--- config.mk ---
export PLATFORM = sky130hd
export DESIGN_NAME = bram_heap_insert_stage
export DESIGN_NICKNAME = d
export VERILOG_FILES = /design/src/rtl/bram_heap_insert_stage.sv
export SDC_FILE = /design/constraint.sdc
export NUM_CORES = 1
export LEC_CHECK = 0
export ABC_AREA = 1
export CAP_MARGIN = 20
export CORE_ASPECT_RATIO = 0.6
export CORE_MARGIN = 5
export CORE_UTILIZATION = 44
export DETAILED_ROUTE_END_ITERATION = 8
export MAX_ROUTING_LAYER = met4
export PLACE_DENSITY = 0.72
export SYNTH_ARGS = -nofsm -noshare
export SYNTH_HDL_FRONTEND = slang
export SYNTH_SLANG_ARGS = --single-unit
--- constraint.sdc ---
create_clock -name CLK -period 2.5 [get_ports CLK]
set_clock_uncertainty 0.1 [all_clocks]
set_input_delay 0.25 -clock CLK [delete_from_list [all_inputs] [get_ports CLK]]
set_output_delay 0.25 -clock CLK [all_outputs]
set_load 0.01 [all_outputs]
--- src/rtl/bram_heap_insert_stage.sv ---
// One level of a BRAM-backed pipelined max-heap. A token {value, leaf path} arrives here.
// The larger of the token value and the stored node stays at this level. The smaller one moves down.
module bram_heap_insert_stage #(
  parameter int DATA_WIDTH = 32,
  parameter int DEPTH      = 4,
  parameter int LEVEL      = 1,
  parameter int ADDR_WIDTH = (LEVEL > 0) ? LEVEL : 1
) (
  input  logic                  CLK,
  input  logic                  RST,
  input  logic                  i_valid,
  output logic                  o_ready,
  input  logic [DATA_WIDTH-1:0] i_data,
  input  logic [DEPTH-2:0]      i_path,
  output logic                  o_valid,
  input  logic                  i_ready,
  output logic [DATA_WIDTH-1:0] o_data,
  output logic [DEPTH-2:0]      o_path,
  output logic                  o_ram_read,
  output logic [ADDR_WIDTH-1:0] o_ram_read_addr,
  input  logic [DATA_WIDTH-1:0] i_ram_data,
  output logic                  o_ram_write,
  output logic [ADDR_WIDTH-1:0] o_ram_wrt_addr,
  output logic [DATA_WIDTH-1:0] o_ram_data,
  output logic                  o_overflow,
  output logic [1:0]            o_dbg_state
);

  typedef enum logic [1:0] {
    S_IDLE = 2'd0,
    S_RD   = 2'd1,
    S_CMP  = 2'd2,
    S_OUT  = 2'd3
  } state_t;

  localparam bit LAST  = (LEVEL == DEPTH - 1);
  localparam int SHIFT = DEPTH - 1 - LEVEL;

  state_t                state_q, state_d;
  logic [DATA_WIDTH-1:0] v_q, v_d;
  logic [DEPTH-2:0]      path_q, path_d;
  logic [ADDR_WIDTH-1:0] idx_q, idx_d;
  logic                  ready_q, ready_d;
  logic                  valid_q, valid_d;
  logic [DATA_WIDTH-1:0] data_q, data_d;
  logic [DEPTH-2:0]      opath_q, opath_d;
  logic                  rd_q, rd_d;
  logic [ADDR_WIDTH-1:0] rd_addr_q, rd_addr_d;
  logic                  wr_q, wr_d;
  logic [ADDR_WIDTH-1:0] wr_addr_q, wr_addr_d;
  logic [DATA_WIDTH-1:0] wr_data_q, wr_data_d;
  logic                  ovf_q, ovf_d;

  logic [DEPTH-2:0]      path_shift;
  logic [ADDR_WIDTH-1:0] in_idx;
  logic                  fwd;
  logic [DATA_WIDTH-1:0] fwd_val;

  // The top LEVEL bits of the leaf path pick the node on this level.
  assign path_shift = i_path >> SHIFT;
  assign in_idx     = path_shift[ADDR_WIDTH-1:0];

  // Both sides use valid/ready. A token moves on the rising edge where valid and ready are both high.
  // The sender holds valid and its payload steady until that edge.
  always_comb begin
    state_d   = state_q;
    v_d       = v_q;
    path_d    = path_q;
    idx_d     = idx_q;
    ready_d   = ready_q;
    valid_d   = valid_q;
    data_d    = data_q;
    opath_d   = opath_q;
    rd_d      = 1'b0;
    rd_addr_d = rd_addr_q;
    wr_d      = 1'b0;
    wr_addr_d = wr_addr_q;
    wr_data_d = wr_data_q;
    ovf_d     = ovf_q;
    fwd       = 1'b0;
    fwd_val   = '0;

    case (state_q)
      S_IDLE: begin
        ready_d = 1'b1;
        if (i_valid && ready_q && (i_data != '0)) begin
          v_d       = i_data;
          path_d    = i_path;
          idx_d     = in_idx;
          rd_d      = 1'b1;
          rd_addr_d = in_idx;
          ready_d   = 1'b0;
          state_d   = S_RD;
        end
      end
      S_RD: begin
        state_d = S_CMP;
      end
      S_CMP: begin
        state_d = S_OUT;
        if (i_ram_data == '0) begin
          wr_d = 1'b1;
        end else if (v_q > i_ram_data) begin
          wr_d    = 1'b1;
          fwd     = 1'b1;
          fwd_val = i_ram_data;
        end else begin
          fwd     = 1'b1;
          fwd_val = v_q;
        end
        if (wr_d) begin
          wr_addr_d = idx_q;
          wr_data_d = v_q;
        end
        // The leaf level has nowhere to send a displaced value, so it only records the loss.
        if (fwd) begin
          if (LAST) begin
            ovf_d = 1'b1;
          end else begin
            valid_d = 1'b1;
            data_d  = fwd_val;
            opath_d = path_q;
          end
        end
      end
      S_OUT: begin
        if (!valid_q || i_ready) begin
          valid_d = 1'b0;
          ready_d = 1'b1;
          state_d = S_IDLE;
        end
      end
      default: begin
        state_d = S_IDLE;
      end
    endcase
  end

  always_ff @(posedge CLK) begin
    if (RST) begin
      state_q   <= S_IDLE;
      v_q       <= '0;
      path_q    <= '0;
      idx_q     <= '0;
      ready_q   <= 1'b0;
      valid_q   <= 1'b0;
      data_q    <= '0;
      opath_q   <= '0;
      rd_q      <= 1'b0;
      rd_addr_q <= '0;
      wr_q      <= 1'b0;
      wr_addr_q <= '0;
      wr_data_q <= '0;
      ovf_q     <= 1'b0;
    end else begin
      state_q   <= state_d;
      v_q       <= v_d;
      path_q    <= path_d;
      idx_q     <= idx_d;
      ready_q   <= ready_d;
      valid_q   <= valid_d;
      data_q    <= data_d;
      opath_q   <= opath_d;
      rd_q      <= rd_d;
      rd_addr_q <= rd_addr_d;
      wr_q      <= wr_d;
      wr_addr_q <= wr_addr_d;
      wr_data_q <= wr_data_d;
      ovf_q     <= ovf_d;
    end
  end

  assign o_ready         = ready_q;
  assign o_valid         = valid_q;
  assign o_data          = data_q;
  assign o_path          = opath_q;
  assign o_ram_read      = rd_q;
  assign o_ram_read_addr = rd_addr_q;
  assign o_ram_write     = wr_q;
  assign o_ram_wrt_addr  = wr_addr_q;
  assign o_ram_data      = wr_data_q;
  assign o_overflow      = ovf_q;
  assign o_dbg_state     = state_q;

endmodule

# Word-level counts from Yosys, hierarchy flattened

Cells that the tools add are included.

Reductions and logical operators: 17
Mux-type cells: 17
Equality and inequality tests: 6
Bitwise operators: 2
Magnitude comparators: 1

Operators by type and width:

| kind                 | number |
|---|---|
| $mux W32             | 2 |
| $gt A32 B32 Y1       | 1 |
| $logic_not A32 Y1    | 1 |
| $reduce_bool A32 Y1  | 1 |
| $mux W1              | 10 |
| $reduce_and A2 Y1    | 5 |
| $pmux W2 S4          | 1 |
| $ne A2 B2 Y1 const B | 3 |
| $eq A2 B2 Y1 const B | 2 |
| $mux W2              | 2 |
| $pmux W1 S2          | 2 |
| $reduce_bool A2 Y1   | 2 |
| $reduce_or A2 Y1     | 2 |
| $reduce_and A3 Y1    | 1 |
| $eq A2 B1 Y1 const B | 1 |
| $logic_and A1 B1 Y1  | 2 |
| $logic_not A2 Y1     | 1 |
| $not A1 Y1           | 2 |
| $logic_not A1 Y1     | 1 |
| $logic_or A1 B1 Y1   | 1 |

Bits of input ports: 71
Word-level logic and storage cells: 55
Bits in registers: 110
Output and inout bits: 76

# Longest topological paths before layout

Depth after elaboration: 5
Mapped depth: 19
Gate-level depth less buffers: 18

# Least setup slack after synthesis

OpenSTA, ideal clock, no wires.

Path type: reg2reg
Start: reg v_q[31]
End: reg wr_data_q[0], in the netlist o_ram_data[0]
Path buffers: 2
Slack: 0.525 ns
Cell stages (with the launch flop): 16
Arrival: 1.760 ns
Library setup time: 0.115 ns
Cell sequence: dfxtp_1 ha_1 nand2_1 nor2_2 nand2_1 nor2_1 nand2_1 o21ai_1 nor2_1 nand2_2 nand2_4 nand2_4 buf_6 buf_6 a21oi_1 nor2_1

Cells in the longest elaborated chain, start to end: 5

RTL lines:

| item                               | line | RTL |
|---|---|---|
| start: declaration                 | 40   | `logic [DATA_WIDTH-1:0] v_q, v_d;` |
| start signal: assignment           | 157  | `v_q <= v_d;` |
| $gt A32 B32 Y1                     | 103  | `end else if (v_q > i_ram_data) begin` |
| $mux W1                            | 103  |  |
| $mux W1                            | 101  | `if (i_ram_data == '0) begin` |
| $mux W1                            | 83   | `case (state_q)` |
| $reduce_and A2 Y1 (no source line) | -    |  |
| end signal: assignment             | 168  | `wr_data_q <= wr_data_d;` |
| end: declaration                   | 51   | `logic [DATA_WIDTH-1:0] wr_data_q, wr_data_d;` |

No other way between the ends. The select of a mux whose other input is x is not followed.
A chain may end at the register's enable or synchronous reset.

# Worst setup path after layout

Start: in i_ram_data[31]
End: reg wr_data_q[27], in the netlist o_ram_data[27]

Cells in the longest elaborated chain, start to end: 5
Elaborated cells on any way between the ends: 6

RTL lines:

| item                                 | line | RTL |
|---|---|---|
| start: declaration                   | 21   | `input logic [DATA_WIDTH-1:0] i_ram_data,` |
| $gt A32 B32 Y1                       | 103  |  |
| $mux W1                              | 103  |  |
| $mux W1 *                            | 101  |  |
| $mux W1 *                            | 83   |  |
| $reduce_and A2 Y1 (no source line) * | -    |  |

Mark *: on every way between the ends. The rest lies on a longest branch, timed or not. The select of a mux whose other input is x is not followed.

==> out/summary.txt <==
setup repair after global routing missed its margin - false
Synth top area share - 37.4%
Startpoint Class - primary input
synth warn - 0
Yosys reg bits - 109
Cell variety after synth - 27
top cell family by delay on the critical path - simple AND/OR/NAND/NOR gates
Die ar. - 0.0158 sq mm
crit-path cells - clkdlybuf4s50_1 -> inv_1 -> ha_1 -> nand2_1 -> nor2_2 -> nand2_1 -> nor4_4 -> nand2_1 -> nand2_2 -> nand2_4 -> nand2_4 -> buf_4 -> nand3_1 -> nand2_1 -> nor2_1
CTS max path bufs - 2
leakage - 3.86 nW
Hold Fails Final Rpt - 0
CP max FO - 12
I/O Pins - 147
# port buffers - 145
starting DRC count in detailed routing - 371
pwr/cell area - 837 mW/mm^2
Post-Syn Instances - 898
Die X - 159 um
core occupancy in the finished layout - 62.8%
outcome - finished clean
core area - 0.0129 sq mm
H-Tree Level Count - 3
HP Class - reg -> reg
Final Critical Period - 2.28 ns
dominant cells by area after synthesis - dfxtp_1, nand2_1, nor2_1
CP max stage cell - clkdlybuf4s50_1
actual slew at the worst max-slew pin - 0.690 ns
critical path's most frequent cell - nand2_1
Slew Viols, Final - 0
Worst-Skew Late Latency - 0.36 ns
Area Growth Syn to Fin - 39.1%
fmax - 0.439 GHz
post-route DRC violation count - 0
Total GRT Usage - 22.0%
first-pass GRT wire length - 27.8 mm
# hold bufs at CTS - 0
Antenna Nets Post-Route - 0
initial antenna violation count - 0
TritonRoute pass-1 iters - 5
Post-DP HPWL - 13.3 mm
max_cap viols - 0
cell type with the highest aggregate area in the netlist - dfxtp_1
Max VDD drop - 0.000469 V
total chip power - 6.80 mW
post-synth net total - 1004
routed via count - 5983
Clock Pin Slew Worst Setup and Hold Paths - 0.08 ns
Cells after DPL - 1225
critical path arrival - 2.42 ns
pin count of the biggest net entering global routing - 70
starting density of the core - 45.2%
total clock sinks - 109
Req. time, crit path - 2.65 ns
RD Place Congestion - 0.883
total gr overflow - 0
layout cells sized above 1 - 8.22%
Worst slew margin - 54.0%
Setup CP Type - in -> reg
per-cell routed wire length - 14.1 um
Mean Syn Cell Area - 6.50 sq um
post-cts resize count - 0
total CTS buffers - 9
postcts setup bufs - 0
post-route clock period utilization - 91.0%
setup violators final - 0
Buf/Inv on CP - 3
# diodes - 0
Root Driver - clkbuf_16
CTS tree - built
row cnt - 32
sequential fraction of the synthesis area - 37.4%
CP Capture Type - flip-flop
Hold Slack - 0.372 ns
most frequent cells in the layout - nand2_1, nor2_1, clkdlybuf4s50_1
die height - 99.2 um
Critical Path Max Stage Delay - 0.47 ns
vias per inst - 4.82
most common cell after layout, fill and taps aside - nand2_1
WL final - 17.5 mm
Finished Layout Cells - 1241
mapped cell area - 0.00584 sq mm
vias in the first global route - 5386
final net count - 1172
per-stage QoR:
step	setup WS (ns)	setup TNS (ns)	area, sq um
floorplan	0.525	0	5840
global route	0.0385	0	8130
global placement	-0.0491	-1.57	7830
finish	0.224	0	8130
detailed placement	-0.158	-5.75	7830
CTS	0.224	0	8130
path summary, 6_finish.rpt:
kind	from	endpoint	slack [ns]	cells past startpoint
setup / recovery	i_ram_data[31]	o_ram_data[27]$_SDFFE_PP0P_	0.22	15
hold / removal	path_q[1]$_SDFFE_PP0P_	path_q[1]$_SDFFE_PP0P_	0.37	2
setup reg to reg	v_q[30]$_SDFFE_PP0P_	o_ram_data[27]$_SDFFE_PP0P_	0.29	13
hold reg to reg	path_q[1]$_SDFFE_PP0P_	path_q[1]$_SDFFE_PP0P_	0.37	2
sequential cells by signal (all words and copies together), names as in the netlist:
name and cells:
o_ram_wrt_addr 1, o_path 3, path_q 3, o_ram_data 32, o_valid 1, v_q 32, o_dbg_state 2, o_ram_write 1
o_ready 1, o_ram_read 1, o_data 32
kinds of logic (layout without fill, tap and decap cells):
logic type / after synthesis / after routing / synth area share (%)
fa+ha+maj: 35 / 35 / 7.50
buf+inv: 163 / 336 / 11.5
simple gates: 521 / 521 / 37.5
flops: 109 / 109 / 37.4
compound gates: 69 / 69 / 6.09
other cells: 1 / 1 / 0.0642
worst min-delay path: cells and delay by family (launching register included):
family / cells / cell delay (ns)
flops: 1 / 0.31
simple gates: 1 / 0.06
compound gates: 1 / 0.05
report_power, final:
group,total [mW],switching [mW],internal (mW)
clock,1.42,0.718,0.706
combinational,2.95,1.59,1.35
sequential,2.43,0.295,2.14
total,6.80,2.61,4.19
area by class of cell:
cell class              instances  area, sq um
well taps                     170          213
inverters                     113          424
multi-input cells             626         3000
fillers                      1233         4810
repair buffers                207         2020
clock inverters                 6         63.8
clock buffers                  10          229
flip-flops and latches        109         2180
routing by layer:
layer / wire length (um) / global-route usage (%)
met1: 9090 / 32.8
met2: 7080 / 30.7
met3: 1300 / 5.47
met4: 80 / 2.78
met5: 0 / -
cell usage after synthesis:
cell type / count
nand2_1: 205
nor2_1: 184
inv_1: 112
dfxtp_1: 109
nand3_1: 100
a21oi_1: 53
ha_1: 35
clkbuf_1: 25
nor4_1: 16
buf_2: 14
o21ai_0: 11
nand4_1: 8
buf_1: 4
buf_6: 4
buf_4: 3
nand2_2: 2
nand2_4: 2
o21a_1: 2
a21o_1: 1
conb_1: 1
inv_2: 1
nand3_2: 1
nor2_2: 1
nor4_4: 1
o21ai_1: 1
o31ai_1: 1
or2_2: 1
(Power assumes the default switching activity.)
